### src/rtl/net_bus_pkg.sv
// rtl/net_bus_pkg.sv - NetBus flit layout constants shared by the flit FIFO and its consumers
package net_bus_pkg;

    // Flit layout: [0] EOF, [13:1] ROUTE, then 9-bit lanes {valid, byte}
    localparam int FLIT_EOF_BIT = 0;
    localparam int ROUTE_LSB    = 1;
    localparam int ROUTE_W      = 13;
    localparam int LANE_BASE    = 14;
    localparam int LANE_W       = 9;

    function automatic int flit_width(input int data_width);
        return data_width * LANE_W + LANE_BASE;
    endfunction

endpackage

### src/rtl/net_bus_lane_pick.sv
// rtl/net_bus_lane_pick.sv - lowest-set-bit encoder over a lane mask
//
// Ports:
//   i_mask    lane mask to scan
//   o_idx     index of the lowest set bit (0 when the mask is empty)
//   o_onehot  one-hot of the lowest set bit (all zero when the mask is empty)
//   o_last    the lowest set bit is the only set bit
module net_bus_lane_pick #(
    parameter int DATA_WIDTH = 4,
    parameter int IDX_W      = (DATA_WIDTH > 1) ? $clog2(DATA_WIDTH) : 1
) (
    input  logic [DATA_WIDTH-1:0] i_mask,
    output logic [IDX_W-1:0]      o_idx,
    output logic [DATA_WIDTH-1:0] o_onehot,
    output logic                  o_last
);

    // Scan from the top down so the lowest set bit is the final winner
    always_comb begin
        o_idx    = '0;
        o_onehot = '0;
        for (int i = DATA_WIDTH - 1; i >= 0; i--) begin
            if (i_mask[i]) begin
                o_idx       = IDX_W'(i);
                o_onehot    = '0;
                o_onehot[i] = 1'b1;
            end
        end
    end

    assign o_last = (|i_mask) & ~(|(i_mask & ~o_onehot));

endmodule

### src/rtl/net_bus_frame_serializer.sv
// rtl/net_bus_frame_serializer.sv - NetBus flit FIFO reader emitting a framed byte stream
//
// Ports:
//   CLK, RESETn                 FIFO read clock, async active-low reset
//   IN_DATA/IN_VALID/IN_READY   flit pop interface from the FIFO
//   IN_FRAME                    FIFO holds at least one complete frame
//   OUT_DATA/OUT_VALID/OUT_READY byte stream, with OUT_SOF/OUT_LAST markers
//   OUT_ROUTE                   route tag of the current frame
//   DROP                        pulse when a zero-lane EOF flit closes a frame
//   FRAME_CNT                   completed frame counter (wraps)
module net_bus_frame_serializer
    import net_bus_pkg::*;
#(
    parameter int DATA_WIDTH  = 4,
    parameter int GATE_FRAMES = 1
) (
    input  logic                                CLK,
    input  logic                                RESETn,
    input  logic [flit_width(DATA_WIDTH)-1:0]   IN_DATA,
    input  logic                                IN_VALID,
    output logic                                IN_READY,
    input  logic                                IN_FRAME,
    output logic [7:0]                          OUT_DATA,
    output logic                                OUT_VALID,
    input  logic                                OUT_READY,
    output logic                                OUT_SOF,
    output logic                                OUT_LAST,
    output logic [ROUTE_W-1:0]                  OUT_ROUTE,
    output logic                                DROP,
    output logic [15:0]                         FRAME_CNT
);

    localparam int IDX_W = (DATA_WIDTH > 1) ? $clog2(DATA_WIDTH) : 1;

    logic [DATA_WIDTH*8-1:0] r_lanes;
    logic [DATA_WIDTH-1:0]   r_mask;
    logic                    r_eof;
    logic                    r_in_frame;
    logic                    r_first;
    logic [ROUTE_W-1:0]      r_route;
    logic                    r_drop;
    logic [15:0]             r_frame_cnt;

    logic [DATA_WIDTH-1:0]   w_in_mask;
    logic [DATA_WIDTH*8-1:0] w_in_bytes;
    logic [IDX_W-1:0]        w_idx;
    logic [DATA_WIDTH-1:0]   w_onehot;
    logic                    w_last_lane;
    logic                    w_valid;
    logic                    w_hs;
    logic                    w_flit_done;
    logic                    w_eof_done;
    logic                    w_open;
    logic                    w_gate_ok;
    logic                    w_accept;
    logic                    w_in_eof;
    logic                    w_first_eff;

    always_comb begin
        w_in_mask  = '0;
        w_in_bytes = '0;
        for (int i = 0; i < DATA_WIDTH; i++) begin
            w_in_mask[i]         = IN_DATA[LANE_BASE + LANE_W*i + 8];
            w_in_bytes[8*i +: 8] = IN_DATA[LANE_BASE + LANE_W*i +: 8];
        end
    end

    net_bus_lane_pick #(
        .DATA_WIDTH (DATA_WIDTH),
        .IDX_W      (IDX_W)
    ) u_pick (
        .i_mask   (r_mask),
        .o_idx    (w_idx),
        .o_onehot (w_onehot),
        .o_last   (w_last_lane)
    );

    assign w_in_eof    = IN_DATA[FLIT_EOF_BIT];
    assign w_valid     = |r_mask;
    assign w_hs        = w_valid & OUT_READY;
    assign w_flit_done = w_hs & w_last_lane;
    assign w_eof_done  = w_flit_done & r_eof;
    // Frame state as seen by a flit loading on this edge: an EOF byte
    // handshaking now makes the incoming flit the first of a new frame.
    assign w_open      = r_in_frame & ~w_eof_done;
    assign w_gate_ok   = (GATE_FRAMES == 0) | w_open | IN_FRAME;
    assign IN_READY    = RESETn & (~w_valid | w_flit_done) & w_gate_ok;
    assign w_accept    = IN_VALID & IN_READY;
    assign w_first_eff = r_first & ~w_hs;

    assign OUT_VALID = w_valid;
    assign OUT_DATA  = w_valid ? r_lanes[w_idx*8 +: 8] : 8'h00;
    assign OUT_SOF   = w_valid & r_first;
    assign OUT_LAST  = w_valid & r_eof & w_last_lane;
    assign OUT_ROUTE = r_route;
    assign DROP      = r_drop;
    assign FRAME_CNT = r_frame_cnt;

    always_ff @(posedge CLK or negedge RESETn) begin
        if (!RESETn) begin
            r_lanes     <= '0;
            r_mask      <= '0;
            r_eof       <= 1'b0;
            r_in_frame  <= 1'b0;
            r_first     <= 1'b0;
            r_route     <= '0;
            r_drop      <= 1'b0;
            r_frame_cnt <= '0;
        end else begin
            r_drop <= 1'b0;
            if (w_hs) begin
                r_mask  <= r_mask & ~w_onehot;
                r_first <= 1'b0;
            end
            if (w_eof_done) begin
                r_in_frame  <= 1'b0;
                r_frame_cnt <= r_frame_cnt + 16'd1;
            end
            if (w_accept) begin
                r_mask  <= w_in_mask;
                r_lanes <= w_in_bytes;
                r_eof   <= w_in_eof;
                if ((w_in_mask == '0) && w_in_eof) begin
                    // Empty EOF flit: closes an open frame, or is discarded
                    // outright when it would have started one.
                    if (w_open) begin
                        r_in_frame <= 1'b0;
                        if (!w_first_eff) begin
                            r_drop      <= 1'b1;
                            r_frame_cnt <= r_frame_cnt + 16'd1;
                        end
                    end
                end else if (!w_open) begin
                    r_in_frame <= 1'b1;
                    r_route    <= IN_DATA[ROUTE_LSB +: ROUTE_W];
                    r_first    <= 1'b1;
                end
            end
        end
    end

endmodule

### config.mk
export PLATFORM = sky130hd
export DESIGN_NAME = net_bus_frame_serializer
export DESIGN_NICKNAME = d
export VERILOG_FILES = /design/src/rtl/net_bus_pkg.sv /design/src/rtl/net_bus_lane_pick.sv /design/src/rtl/net_bus_frame_serializer.sv
export SDC_FILE = /design/constraint.sdc
export NUM_CORES = 1
export LEC_CHECK = 0
export BUFFER_PORTS_ARGS = -buffer_cell sky130_fd_sc_hd__buf_2
export CAP_MARGIN = 40
export CORE_UTILIZATION = 56
export DETAILED_ROUTE_END_ITERATION = 10
export PLACE_DENSITY = 0.95
export SLEW_MARGIN = 10
export SYNTH_ARGS = -nofsm -noshare
export SYNTH_HDL_FRONTEND = slang
export SYNTH_SLANG_ARGS = --single-unit
### constraint.sdc
create_clock -name CLK -period 6.4 [get_ports CLK]
set_input_delay 0.64 -clock CLK [delete_from_list [all_inputs] [get_ports CLK]]
set_output_delay 0.64 -clock CLK [all_outputs]
set_load 0.05 [all_outputs]
==> impl_results.md, run 1 <==
* Synth top area cells: dfrtp_1 (50%), mux2_4 (10%), mux2_2 (7.5%), mux4_2 (5.2%), xnor2_1 (3.8%)
* Tot Pwr at 2.41 mW
* Fmax at 0.294 GHz
* Port Buffer Count at 96
* Largest net degree at the start of global routing at 41
* Dpl hpwl at 4980 um
* Prevailing post-synth register cell: dfrtp_1
* Inserted Diodes at 0
* Ys async rst share at 1.00
* Final Setup Violations at 0
* Die area at 6470 sq um
* Clock Latency Late Sink at 0.36 ns
* CORE AREA at 5920 sq um
* Area growth from synthesis to layout at 21.1%
* Startpoint types: flop
* First-pass GRT wire length at 10700 um
* Post-layout net count at 391
* Layout cells sized above 1 at 0.550
* Max Cap Viol at 0
* Post-synthesis cell area at 3450 sq um
* Die width at 80.4 um
* DRC viols at 0
* Setup TNS at 0 ns
* Synth area leader: dfrtp_1
* Sequential share of the synthesized area at 0.501
* CTS root buf: clkbuf_8
* Post-synth top area share at 0.501
* Outcome: finished clean
* Skew final at 0.0133 ns
* Max IR drop VDD at 376 uV
* ANT nets after route at 0
* Avg Cell Area, Syn at 14.6 sq um
* Post-CTS Hold Buffers at 0
* Clock transition at path regs at 0.08 ns
* Die H at 80.4 um
* Total GRT Usage at 0.229
* Clock Tree Buf Depth at 2
* Crit. End Element: primary output
* Count leader, synth: dfrtp_1
* YS warnings at 0
* Commonest cells post-synth: dfrtp_1 (69), mux2_4 (24), mux2_2 (23), xnor2_1 (15), and2_1 (11)
* H-Tree Depth at 3
* Row count at 28
* # IOs at 97
* Router iterations before antenna repair at 4
* # Post-CTS Setup Buffers at 0
* Cells after Synth at 236
* Overall routed net length at 6830 um
* Final min period at 3.40 ns
* Synth unique cells at 50
* TritonCTS clock tree: yes
* Via density at 5.46
* Max transition margin at 0.476
* Via count at 2266
* Critical Path AT at 2.76 ns
* Flops & latches, synth at 69
* Tcrit/Tclk final at 0.532
* Final Hold Vio Count at 0
* GRT overflow at 0
* Synth Net Count at 292
* Fill cells at 412
* Worst Hold Class: in -> async
* Placer Congestion at 0.811
* Worst path required time at 5.76 ns
* WS Path Type: reg -> out
* Routed length per instance at 16.5 um
* Pleak at 2.09 nW
* Final slew viol count at 0
* RSZ-0062 raised after global routing: no
* Initial antenna violation count at 0
* Worst-margin pin slew at 0.781 ns
* CP max FO at 11
* Number of flops mapped to enable cells by yosys at 0
* CTS Sinks at 69
* Initial Util at 0.582
* Vias in the first global route at 2226
* Cts bufs inserted at 9
* Iter 0 DRT Violations at 92
* Post-cts resize count at 0
* Pwr Density at 578 nW/um^2
-- routing by layer --
| metal | routed length (um) | share of wire | GRT usage | vias up |
|---|---|---|---|---|
| met5 | 0 | 0 | 0 | - |
| met4 | 150 | 0.022 | 0.120 | 0 |
| met3 | 369 | 0.054 | 0.0602 | 17 |
| met2 | 3530 | 0.52 | 0.388 | 70 |
| met1 | 2780 | 0.41 | 0.265 | 1122 |
| li1 | - | - | - | 1057 |
-- cells by family (layout without fill, tap and decap cells) --
group / after synthesis / after routing / synth area share
XOR/XNOR: 16 / 16 / 0.0407
multiplexers: 56 / 56 / 0.235
buffers and inverters: 21 / 125 / 0.0457
adder cells (fa/ha/maj): 1 / 1 / 0.00363
AND/OR/NAND/NOR: 40 / 40 / 0.0879
AO/OA/AOI/OAI: 33 / 33 / 0.0861
flip-flops: 69 / 69 / 0.501
-- critical path, cell delays in order (launching register included) --
cell and delay [ns]:
dfrtp_1 0.56, nor2b_1 0.22, o21bai_1 0.47, buf_4 0.28
mux4_2 0.51, and2_1 0.16, buf_2 0.20
-- power by group --
group | switching, mW | internal, mW | total, mW
Combinational | 0.774 | 0.515 | 1.29
Clock | 0.183 | 0.186 | 0.368
Sequential | 0.144 | 0.613 | 0.756
-- through the flow --
stage               hold WS (ns)  utilization  setup WS (ns)  cells  instance area, sq um
floorplan                  0.344            -           3.87    236                  3450
global placement           0.474        0.662           3.30    396                  3920
detailed placement         0.475        0.670           3.36    399                  3970
CTS                        0.315        0.705           2.96    415                  4170
global route               0.325        0.705           2.82    415                  4170
finish                     0.304        0.705           3.00    415                  4170
-- path summary, 6_finish.rpt --
| kind | depth (start not counted) | startpoint | slack, ns | to |
|---|---|---|---|---|
| setup / recovery | 6 | r_mask[3]$_DFFE_PN0P_ | 3.00 | OUT_DATA[0] |
| hold / removal | 2 | RESETn | 0.30 | r_mask[2]$_DFFE_PN0P_ |
| setup reg to reg | 6 | r_mask[3]$_DFFE_PN0P_ | 4.00 | r_lanes[2]$_DFFE_PN0P_ |
| hold reg to reg | 1 | FRAME_CNT[15]$_DFF_PN0_ | 0.49 | FRAME_CNT[15]$_DFF_PN0_ |
| max in group asynchronous | 3 | RESETn | 5.56 | r_lanes[23]$_DFFE_PN0P_ |
| min in group CLK | 1 | FRAME_CNT[15]$_DFF_PN0_ | 0.49 | FRAME_CNT[15]$_DFF_PN0_ |
-- sequential cells by signal, summed over array words and instances, names as in the netlist --
name / flops
DROP: 1
FRAME_CNT: 16
OUT_ROUTE: 13
r_eof: 1
r_first: 1
r_in_frame: 1
r_lanes: 32
r_mask: 4
-- cell usage in the layout (no fill, tap or decap), drive strengths merged, types with 3 or more instances in the layout --
cell type	Yosys	layout
buf	12	101
dfrtp	69	69
mux2	47	47
xnor2	15	15
and2	11	11
inv	8	11
clkbuf	1	9
mux4	8	8
o21ai	8	8
o211ai	8	8
and3	5	5
nor2	5	5
o2111ai	5	5
nand2	4	4
and4	3	3
-- final cells by class --
cell class / count / area, sq um / share of cell area
multi-input combinational: 146 / 1570 / 0.377
clock inverter: 7 / 82.6 / 0.0198
timing repair buffer: 101 / 543 / 0.130
clock buffer: 9 / 124 / 0.0297
tap: 75 / 93.8 / 0.0225
inverter: 8 / 30.0 / 0.00719
sequential: 69 / 1730 / 0.414
Note: power is estimated with default switching activity, not from simulation.
==> run 2: changes to the inputs <==
- CORE_UTILIZATION: 56 -> 52
- PLACE_DENSITY: 0.95 -> 0.91
- clock period: 6.4 -> 3.2 ns (I/O delays scaled with it)
==> run 2 against run 1 <==
Effect of this change:
- setup slack got worse by 2.5 ns
- clock power rose by 130%
- register-to-register slack got worse by 3.4 ns
- combinational power rose by 98%
- non-clock buffer count did not move
- critical path depth fell by 1
- flip-flop and latch count did not move
- cell count rose by 0.48%
- sequential power rose by 98%
- clock skew fell by 0.0065 ns
- critical endpoint is now OUT_DATA[5]
- highest routed layer unchanged
==> impl_results.md, run 2 (synthesis results as in run 1) <==
* Outcome: finished clean
* Register area at 1730 sq um (unchanged)
* Post-layout net count at 391 (unchanged)
* Worst Hold Class: in -> async
* WP buf/inv at 1 (-1)
* Crit path cell chain: nor2_1, nor3_2, mux4_2, and2_1, buf_2
* Crit. End Element: primary output
* Via density at 5.51 (+0.84%)
* Fmax at 0.366 GHz
* Layout cells sized above 1 at 0.550 (unchanged)
* Post-CTS Hold Buffers at 0 (unchanged)
* CTS Sinks at 69 (unchanged)
* # Post-CTS Setup Buffers at 0 (unchanged)
* Clock Tree Buf Depth at 2 (unchanged)
* Initial Util at 0.540 (-0.0424)
* DRC viols at 0 (unchanged)
* Reg-to-Reg Start: r_mask[1]$_DFFE_PN0P_
* Seq pwr share at 0.306 (-0.007)
* Multi-input logic area at 1570 sq um (unchanged)
* Pwr Density at 1170 nW/um^2 (+100%)
* # IOs at 97 (unchanged)
* Port Buffer Count at 96 (unchanged)
* Die width at 83.4 um (+3.7%)
* Max Cap Viol at 0 (unchanged)
* Clock Latency Late Sink at 0.34 ns (-0.02 ns)
* Reg-to-reg endpoint: r_lanes[12]$_DFFE_PN0P_
* Router iterations before antenna repair at 4 (unchanged)
* Power share of the clock group at 0.175 (+0.022)
* Most common cell after layout, fill and taps aside: buf_2
* Area growth from synthesis to layout at 21.6%
* Row count at 29 (+3.6%)
* Worst-margin pin slew at 0.688 ns (-0.0928 ns)
* Fill cells at 464 (+13%)
* CORE AREA at 6390 sq um (+7.9%)
* WS Path Type: reg -> out
* Most frequent cells in the layout: buf_2 (96), dfrtp_1 (69), mux2_4 (24)
* Vias in the first global route at 2305 (+3.5%)
* Setup TNS at 0 ns (unchanged)
* Die area at 6960 sq um (+7.5%)
* RSZ-0062 raised after global routing: no
* First-pass GRT wire length at 11200 um (+5.3%)
* Largest Register: r_lanes
* Final Hold Vio Count at 0 (unchanged)
* ANT nets after route at 0 (unchanged)
* Final Setup Violations at 0 (unchanged)
* Logic gate share of total power at 0.519 (-0.015)
* Post-cts resize count at 0 (unchanged)
* Initial antenna violation count at 0 (unchanged)
* Placer Congestion at 0.809 (-0.22%)
* Placed cell count at 401 (+0.50%)
* R2r worst-path depth at 6 (unchanged)
* Int Pwr at 2.76 mW (+110%)
* CP max FO at 11 (unchanged)
* Switching portion of total power at 0.438 (-0.0183)
* H-Tree Depth at 3 (unchanged)
* Final slew viol count at 0 (unchanged)
* Via count at 2296 (+1.3%)
* Pleak at 2.10 nW (+0.35%)
* Non-Filler Instances at 417 (+0.48%)
* Family with the most delay on the worst path: simple AND/OR/NAND/NOR gates
* Startpoint types: flop
* TritonCTS clock tree: yes
* Max transition margin at 0.539 (+0.0622)
* Worst path required time at 2.88 ns (-2.88 ns)
* Final min period at 2.73 ns
* Die H at 83.4 um (+3.7%)
* Inserted Diodes at 0 (unchanged)
* Routed length per instance at 16.0 um (-2.8%)
* Critical Path AT at 2.41 ns (-0.35 ns)
* Max IR drop VDD at 1020 uV (+170%)
* Tcrit/Tclk final at 0.853
* GRT overflow at 0 (unchanged)
* Dpl hpwl at 4620 um (-7.2%)
* Largest net degree at the start of global routing at 45 (+9.8%)
* Total GRT Usage at 0.207 (-0.0218)
* Switching Power at 2.15 mW (+95%)
* Cts bufs inserted at 9 (unchanged)
* Max FFs per register at 32 (unchanged)
* Critical Path Slowest Stage Cell: dfrtp_1
* Skew final at 0.00681 ns (-0.00649 ns)
* Delay of the slowest critical-path stage at 0.65 ns (+0.09 ns)
* Clock transition at path regs at 0.08 ns (about the same)
* R2R setup slack at 0.64 ns (-3.36 ns)
* CTS root buf: clkbuf_8
* Overall routed net length at 6670 um (-2.3%)
* Iter 0 DRT Violations at 103 (+12%)
[run 2: cell types whose count changed in the layout (fill, tap and decap cells not counted), sizes merged]
| cell | previous run | this run |
|---|---|---|
| bufinv | 1 | 3 |
| inv | 11 | 9 |
[run 2: metrics by stage]
stage | instance area (sq um) | setup WS [ns] | hold WS (ns) | total power, mW | utilization
final | 4190 | 0.471 | 0.0190 | 4.91 | 0.656
after global routing | 4190 | 0.301 | 0.0496 | 5.16 | 0.656
after CTS | 4190 | 0.432 | 0.0221 | 4.95 | 0.656
after detailed placement | 3950 | 0.686 | 0.397 | 4.07 | 0.618
after global placement | 3940 | 0.784 | 0.388 | 3.99 | 0.617
after floorplan | 3450 | 0.991 | 0.0244 | 3.60 | -
[run 2: metal layers]
metal / vias up / global-route usage / share of wire
li1: 1059 / - / -
met4: 0 / 0.0721 / 0.018
met1: 1147 / 0.274 / 0.45
met3: 14 / 0.0527 / 0.053
met5: - / 0 / 0
met2: 76 / 0.335 / 0.48
[run 2: how the worst max path moves through the flow]
stage | from | endpoint | slack [ns] | cells past startpoint
6_report | r_mask[3]$_DFFE_PN0P_ | OUT_DATA[5] | 0.47 | 5
5_1_grt | r_mask[3]$_DFFE_PN0P_ | OUT_DATA[7] | 0.30 | 5
4_1_cts | r_mask[3]$_DFFE_PN0P_ | OUT_DATA[5] | 0.43 | 5
3_5_place_dp | r_mask[1]$_DFFE_PN0P_ | r_lanes[4]$_DFFE_PN0P_ | 0.69 | 6
3_3_place_gp | r_mask[3]$_DFFE_PN0P_ | r_lanes[7]$_DFFE_PN0P_ | 0.78 | 6
2_1_floorplan | r_mask[0]$_DFFE_PN0P_ | IN_READY | 0.99 | 5
[run 2: cell type report]
type | instances | share of cell area
sequential | 69 | 0.412
tap | 77 | 0.0230
timing repair buffer | 101 | 0.124
inverter | 8 | 0.00716
clock inverter | 7 | 0.0293
clock buffer | 9 | 0.0296
multi-input combinational | 146 | 0.376
[run 2: power groups by stage]
stage	registers (mW)	logic [mW]	clock network, mW
final	1.50	2.55	0.861
after global routing	1.55	2.69	0.919
after CTS	1.50	2.57	0.882
after detailed placement	1.51	2.56	0
after global placement	1.48	2.51	0
after floorplan	1.76	1.84	0
